===== src/rtl/demux_vc_id_nch.sv =====
// -----------------------------------------------------------------------------
// demux_vc_id_nch
//
// N-channel virtual-channel demultiplexer placed between an arbiter/source and
// a bank of per-VC FIFOs. Each accepted input word is routed to the VC named
// by a bit field inside the word. A push is never issued towards a VC whose
// FIFO reports almost-full. Instead the word is parked in a one-entry hold
// register and upstream is stalled until that VC drains. A saturating push
// counter per VC is kept for monitoring.
//
// Ports
//   clk                   clock, all state updates on the rising edge
//   reset_L               asynchronous active-low reset
//   demux_vcid_in         input word (BW bits)
//   demux_vcid_valid_in   input word valid
//   demux_vcid_ready_out  registered ready; a word is accepted on valid & ready
//   vc_almost_full_in     per-VC almost-full, bit k = VC k
//   data_out_vc           flattened VC outputs, VC k at [k*BW +: BW]
//   valid_out_vc          per-VC one-cycle push strobe (at most one bit set)
//   push_cnt_vc           flattened saturating push counts, VC k at [k*CNT_W +: CNT_W]
//   hold_busy             a word is parked in the hold register
// -----------------------------------------------------------------------------
module demux_vc_id_nch #(
  parameter int BW       = 6,
  parameter int NUM_VC   = 2,
  // Derived from NUM_VC; leave at its default.
  parameter int VCID_W   = $clog2(NUM_VC),
  parameter int VCID_LSB = BW - VCID_W,
  parameter int CNT_W    = 8
) (
  input  logic                    clk,
  input  logic                    reset_L,
  input  logic [BW-1:0]           demux_vcid_in,
  input  logic                    demux_vcid_valid_in,
  output logic                    demux_vcid_ready_out,
  input  logic [NUM_VC-1:0]       vc_almost_full_in,
  output logic [NUM_VC*BW-1:0]    data_out_vc,
  output logic [NUM_VC-1:0]       valid_out_vc,
  output logic [NUM_VC*CNT_W-1:0] push_cnt_vc,
  output logic                    hold_busy
);

  typedef enum logic {
    ST_PASS = 1'b0,
    ST_HOLD = 1'b1
  } state_t;

  localparam logic [NUM_VC-1:0] VC_ONE = {{(NUM_VC-1){1'b0}}, 1'b1};

  state_t                   state_q, state_d;
  logic                     ready_q, ready_d;
  logic [BW-1:0]            hold_data_q, hold_data_d;
  logic [VCID_W-1:0]        hold_vc_q, hold_vc_d;
  logic [NUM_VC-1:0]        valid_q, valid_d;
  logic [NUM_VC*BW-1:0]     data_q, data_d;
  logic [NUM_VC*CNT_W-1:0]  cnt_q, cnt_d;

  logic [VCID_W-1:0]        in_vc;
  logic                     accept;
  logic                     in_af;
  logic                     hold_af;

  // Single push port shared by the pass-through and release paths; at most
  // one of them can be active in a given cycle.
  logic                     push_en;
  logic [VCID_W-1:0]        push_vc;
  logic [BW-1:0]            push_data;

  assign in_vc   = demux_vcid_in[VCID_LSB +: VCID_W];
  // ready_q is only ever 1 in PASS, so this alone qualifies an accept.
  assign accept  = demux_vcid_valid_in & ready_q;
  assign in_af   = vc_almost_full_in[in_vc];
  // In HOLD only the parked word's VC matters; other almost-full bits are ignored.
  assign hold_af = vc_almost_full_in[hold_vc_q];

  // ---------------------------------------------------------------------------
  // State register (and all other flops)
  // ---------------------------------------------------------------------------
  always_ff @(posedge clk or negedge reset_L) begin
    if (!reset_L) begin
      state_q     <= ST_PASS;
      ready_q     <= 1'b0;
      hold_data_q <= '0;
      hold_vc_q   <= '0;
      valid_q     <= '0;
      data_q      <= '0;
      cnt_q       <= '0;
    end else begin
      state_q     <= state_d;
      ready_q     <= ready_d;
      hold_data_q <= hold_data_d;
      hold_vc_q   <= hold_vc_d;
      valid_q     <= valid_d;
      data_q      <= data_d;
      cnt_q       <= cnt_d;
    end
  end

  // ---------------------------------------------------------------------------
  // Next-state logic
  // ---------------------------------------------------------------------------
  always_comb begin
    state_d = state_q;
    case (state_q)
      ST_PASS: if (accept && in_af) state_d = ST_HOLD;
      ST_HOLD: if (!hold_af)        state_d = ST_PASS;
      default: state_d = ST_PASS;
    endcase
  end

  // ---------------------------------------------------------------------------
  // Output / datapath logic
  // ---------------------------------------------------------------------------
  always_comb begin
    hold_data_d = hold_data_q;
    hold_vc_d   = hold_vc_q;
    push_en     = 1'b0;
    push_vc     = '0;
    push_data   = '0;
    case (state_q)
      ST_PASS: begin
        if (accept) begin
          if (in_af) begin
            hold_data_d = demux_vcid_in;
            hold_vc_d   = in_vc;
          end else begin
            push_en   = 1'b1;
            push_vc   = in_vc;
            push_data = demux_vcid_in;
          end
        end
      end
      ST_HOLD: begin
        if (!hold_af) begin
          push_en   = 1'b1;
          push_vc   = hold_vc_q;
          push_data = hold_data_q;
        end
      end
      default: ;
    endcase

    // Ready follows the state we are heading into. Coming out of reset the
    // state is already PASS, so ready rises on the first clock edge, and the
    // release edge itself never accepts because ready_q is still 0 there.
    ready_d = (state_d == ST_PASS);
    valid_d = push_en ? (VC_ONE << push_vc) : '0;
  end

  // Per-VC output data and saturating counters; each slice only moves when
  // its own VC is pushed.
  for (genvar gi = 0; gi < NUM_VC; gi++) begin : g_vc
    logic push_here;
    assign push_here = push_en && (push_vc == VCID_W'(gi));

    assign data_d[gi*BW +: BW] = push_here ? push_data : data_q[gi*BW +: BW];

    assign cnt_d[gi*CNT_W +: CNT_W] =
      (push_here && (cnt_q[gi*CNT_W +: CNT_W] != {CNT_W{1'b1}}))
        ? cnt_q[gi*CNT_W +: CNT_W] + CNT_W'(1)
        : cnt_q[gi*CNT_W +: CNT_W];
  end

  assign demux_vcid_ready_out = ready_q;
  assign data_out_vc          = data_q;
  assign valid_out_vc         = valid_q;
  assign push_cnt_vc          = cnt_q;
  assign hold_busy            = (state_q == ST_HOLD);

endmodule


===== config.mk =====
export PLATFORM = sky130hd
export DESIGN_NAME = demux_vc_id_nch
export DESIGN_NICKNAME = d
export VERILOG_FILES = /design/src/rtl/demux_vc_id_nch.sv
export SDC_FILE = /design/constraint.sdc
export NUM_CORES = 1
export LEC_CHECK = 0
export CORE_ASPECT_RATIO = 0.6
export CORE_MARGIN = 4
export CORE_UTILIZATION = 35
export CTS_CLUSTER_DIAMETER = 200
export DETAILED_ROUTE_END_ITERATION = 10
export SLEW_MARGIN = 20
export SYNTH_ARGS = -nofsm -noshare
export SYNTH_HDL_FRONTEND = slang
export SYNTH_SLANG_ARGS = --single-unit

===== constraint.sdc =====
create_clock -name clk -period 3.7 [get_ports clk]
set_input_delay 0.74 -clock clk [delete_from_list [all_inputs] [get_ports clk]]
set_output_delay 0.74 -clock clk [all_outputs]
set_load 0.01 [all_outputs]

==> flow_summary.json <==
{
  "synth_warnings": 0,
  "firstDrtPassIters": 4,
  "grt_pass1_wl_um": 6130,
  "maxCapViolCount": 0,
  "finClkSkew_ns": 0.00560,
  "cts_root_buffer": "clkbuf_8",
  "dieWidth_um": 96.0,
  "num_rows": 18,
  "status": "completed",
  "design_area_um2": 2200,
  "die_area_um2": 5840,
  "placed_cell_area_um2": 2100,
  "fin_nets": 200,
  "startpoint_type": "input pin",
  "synth_edf_count": 0,
  "clock_sinks": 38,
  "switching_share_pct": 34.4,
  "globalplace.congestion": 0.884,
  "comb_power_share_pct": 39.4,
  "grt_pass1_vias": 1178,
  "antenna_cells": 0,
  "p_per_area_nw_per_um2": 760,
  "slew_headroom_pct": 44.3,
  "drive_gt1_share_pct": 13.8,
  "critical_path.cell_chain": "clkdlybuf4s50_1, mux2i_2, nor3b_4, o21bai_2, nor2_1, mux2_2",
  "cp_top_family": "multiplexers",
  "synthCells": 140,
  "cts_tree": "built",
  "post-route-util_pct": 51.0,
  "slowest_delay_ns": 0.53,
  "cp-end-kind": "register",
  "drtIter0Drc": 61,
  "syn_area_um2": 1630,
  "vdd_drop_max_v": 0.000316,
  "grt_max_degree": 39,
  "cts_resized": 0,
  "cts_buffers": 5,
  "rsz0062_at_grt": "false",
  "synth_seq_cells": 38,
  "hold_viol": 0,
  "clock_path_buffers": 2,
  "post_cts_buffers": 0,
  "hold_buffers": 0,
  "dp_hpwl_um": 2790,
  "ys.flop_type": "dfrtp_1",
  "setup_tns_ns": 0,
  "cp.required_ns": 3.87,
  "path_class": "input pin to register",
  "portBuffers": 42,
  "syn_nets": 153,
  "initial_utilization_pct": 37.8,
  "clock_power_share_pct": 17.3,
  "yosysTopAreaCellShare_pct": 58.5,
  "p_leak_nw": 0.917,
  "routedWlPerCell_um": 14.8,
  "ant_nets": 0,
  "maxSlewViolCount": 0,
  "min_period_ns": 2.61,
  "crit_buf_inv": 1,
  "core_area_um2": 4300,
  "fp.dieH_um": 60.8,
  "vias": 1207,
  "fin_crit_sh_pct": 70.5,
  "synth_most_common_cell": "dfrtp_1",
  "crit_fanout": 13,
  "remaining_drc_errors": 0,
  "critPathArrivalTime_ns": 2.78,
  "ios": 43,
  "max_freq_mhz": 383,
  "overflow": 0,
  "syn_avg_cell_area_um2": 11.6,
  "synth.distinct_cells": 32,
  "pwr-share-seq_pct": 43.3,
  "synth_common_cells": "dfrtp_1 (38), nand2_1 (15), a21oi_1 (9), mux2_2 (9)",
  "power.total_mw": 1.67,
  "ys_async_sr_fraction_pct": 100,
  "cp_slowest_cell": "clkdlybuf4s50_1",
  "clock_latency_ns": 0.28,
  "finalSetupViolCount": 0,
  "min_path_type": "register to register",
  "clk_pin_slew_ns": 0.07,
  "p_int_mw": 1.09,
  "routed_wl_um": 3660,
  "antenna_found_initial": 0,
  "cts_max_level": 2,
  "p_switching_mw": 0.574,
  "avgViaCountPerCell": 4.87,
  "ys_seq_area_share_pct": 58.5,
  "worstMarginPinSlew_ns": 0.835,
  "grt_usage_pct": 14.1,
  "ys_top_cells_by_area": "dfrtp_1 (58%), mux2_2 (6.2%), nand2_1 (3.5%), a21oi_1 (2.8%), xnor2_1 (2.7%)",
  "synthToLayoutAreaGrowth_pct": 35.0,
  "synth_largest_area_cell": "dfrtp_1"
}
==> worst paths after layout <==
kind	slack, ns	start	end	depth (start not counted)
worst max-delay path	1.09	demux_vcid_in[5]	push_cnt_vc[1]	6
worst min-delay path	0.47	data_out_vc[11]	data_out_vc[11]	1
worst max register to register	1.79	hold_data_q[5]	push_cnt_vc[1]	5
worst min register to register	0.47	data_out_vc[11]	data_out_vc[11]	1
max in group asynchronous	2.62	reset_L	hold_busy	1
min in group asynchronous	0.55	reset_L	hold_data_q[5]	1
==> sequential cells by signal (all words and copies together) (netlist names) <==
register and cells:
push_cnt_vc 16, data_out_vc 12, hold_data_q 6, valid_out_vc 2
demux_vcid_ready_out 1, hold_busy 1
==> power groups by stage <==
stage                     registers (mW)  clock network (mW)  logic (mW)
after detailed placement           0.732                   0       0.666
after CTS                          0.725               0.300       0.668
after floorplan                    0.765                   0       0.266
final                              0.722               0.289       0.657
after global routing               0.753               0.322       0.725
after global placement             0.725                   0       0.646
==> placed cells by master (no fill, tap or decap), types with 2 or more instances in the layout <==
cell,count
clkdlybuf4s50_1,41
dfrtp_1,38
nand2_1,15
mux2_2,9
a21oi_1,9
nor2_1,8
o21ai_0,8
nand3_1,7
clkbuf_8,6
a22oi_1,5
xnor2_1,5
xor2_1,5
inv_1,4
nor3_2,2
and4_1,2
a31oi_1,2
nor3_1,2
nor4_1,2
ha_1,2
==> worst register-to-register path: cells and delay by family (launching register included) <==
kind	cells	cell delay (ns)
DFF	1	0.37
muxes	2	0.71
AOI/OAI and AO/OA	1	0.24
and+or+nand+nor	2	0.47
==> cells by family after synthesis <==
group | synth area share (%)
AO/OA/AOI/OAI | 9.46
XOR/XNOR | 5.38
adder cells (fa/ha/maj) | 1.54
buffers and inverters | 2.15
flip-flops | 58.5
multiplexers | 7.08
AND/OR/NAND/NOR | 15.9
==> layer usage <==
| metal | GRT usage, % | routed length (um) | vias up |
|---|---|---|---|
| li1 | - | - | 586 |
| met1 | 20.7 | 1790 | 583 |
| met2 | 19.9 | 1660 | 38 |
| met3 | 5.58 | 209 | 0 |
| met4 | 2.43 | 0 | 0 |
| met5 | 0 | 0 | - |
==> per-stage QoR <==
stage	setup slack (ns)	hold slack [ns]	std cells
finish	1.09	0.467	248
global route	0.945	0.508	248
CTS	1.06	0.475	248
detailed placement	0.767	0.459	240
global placement	0.911	0.451	240
floorplan	1.68	0.444	140
==> area by class of cell <==
cell class	instances	area, um2
clock buffer	7	86.3
tap	60	75.1
timing repair buffer	43	423
multi-input combinational	95	641
fill	387	2110
sequential	38	951
clock inverter	1	5.00
inverter	4	15.0
No activity file was read; power rests on OpenSTA's default activity.
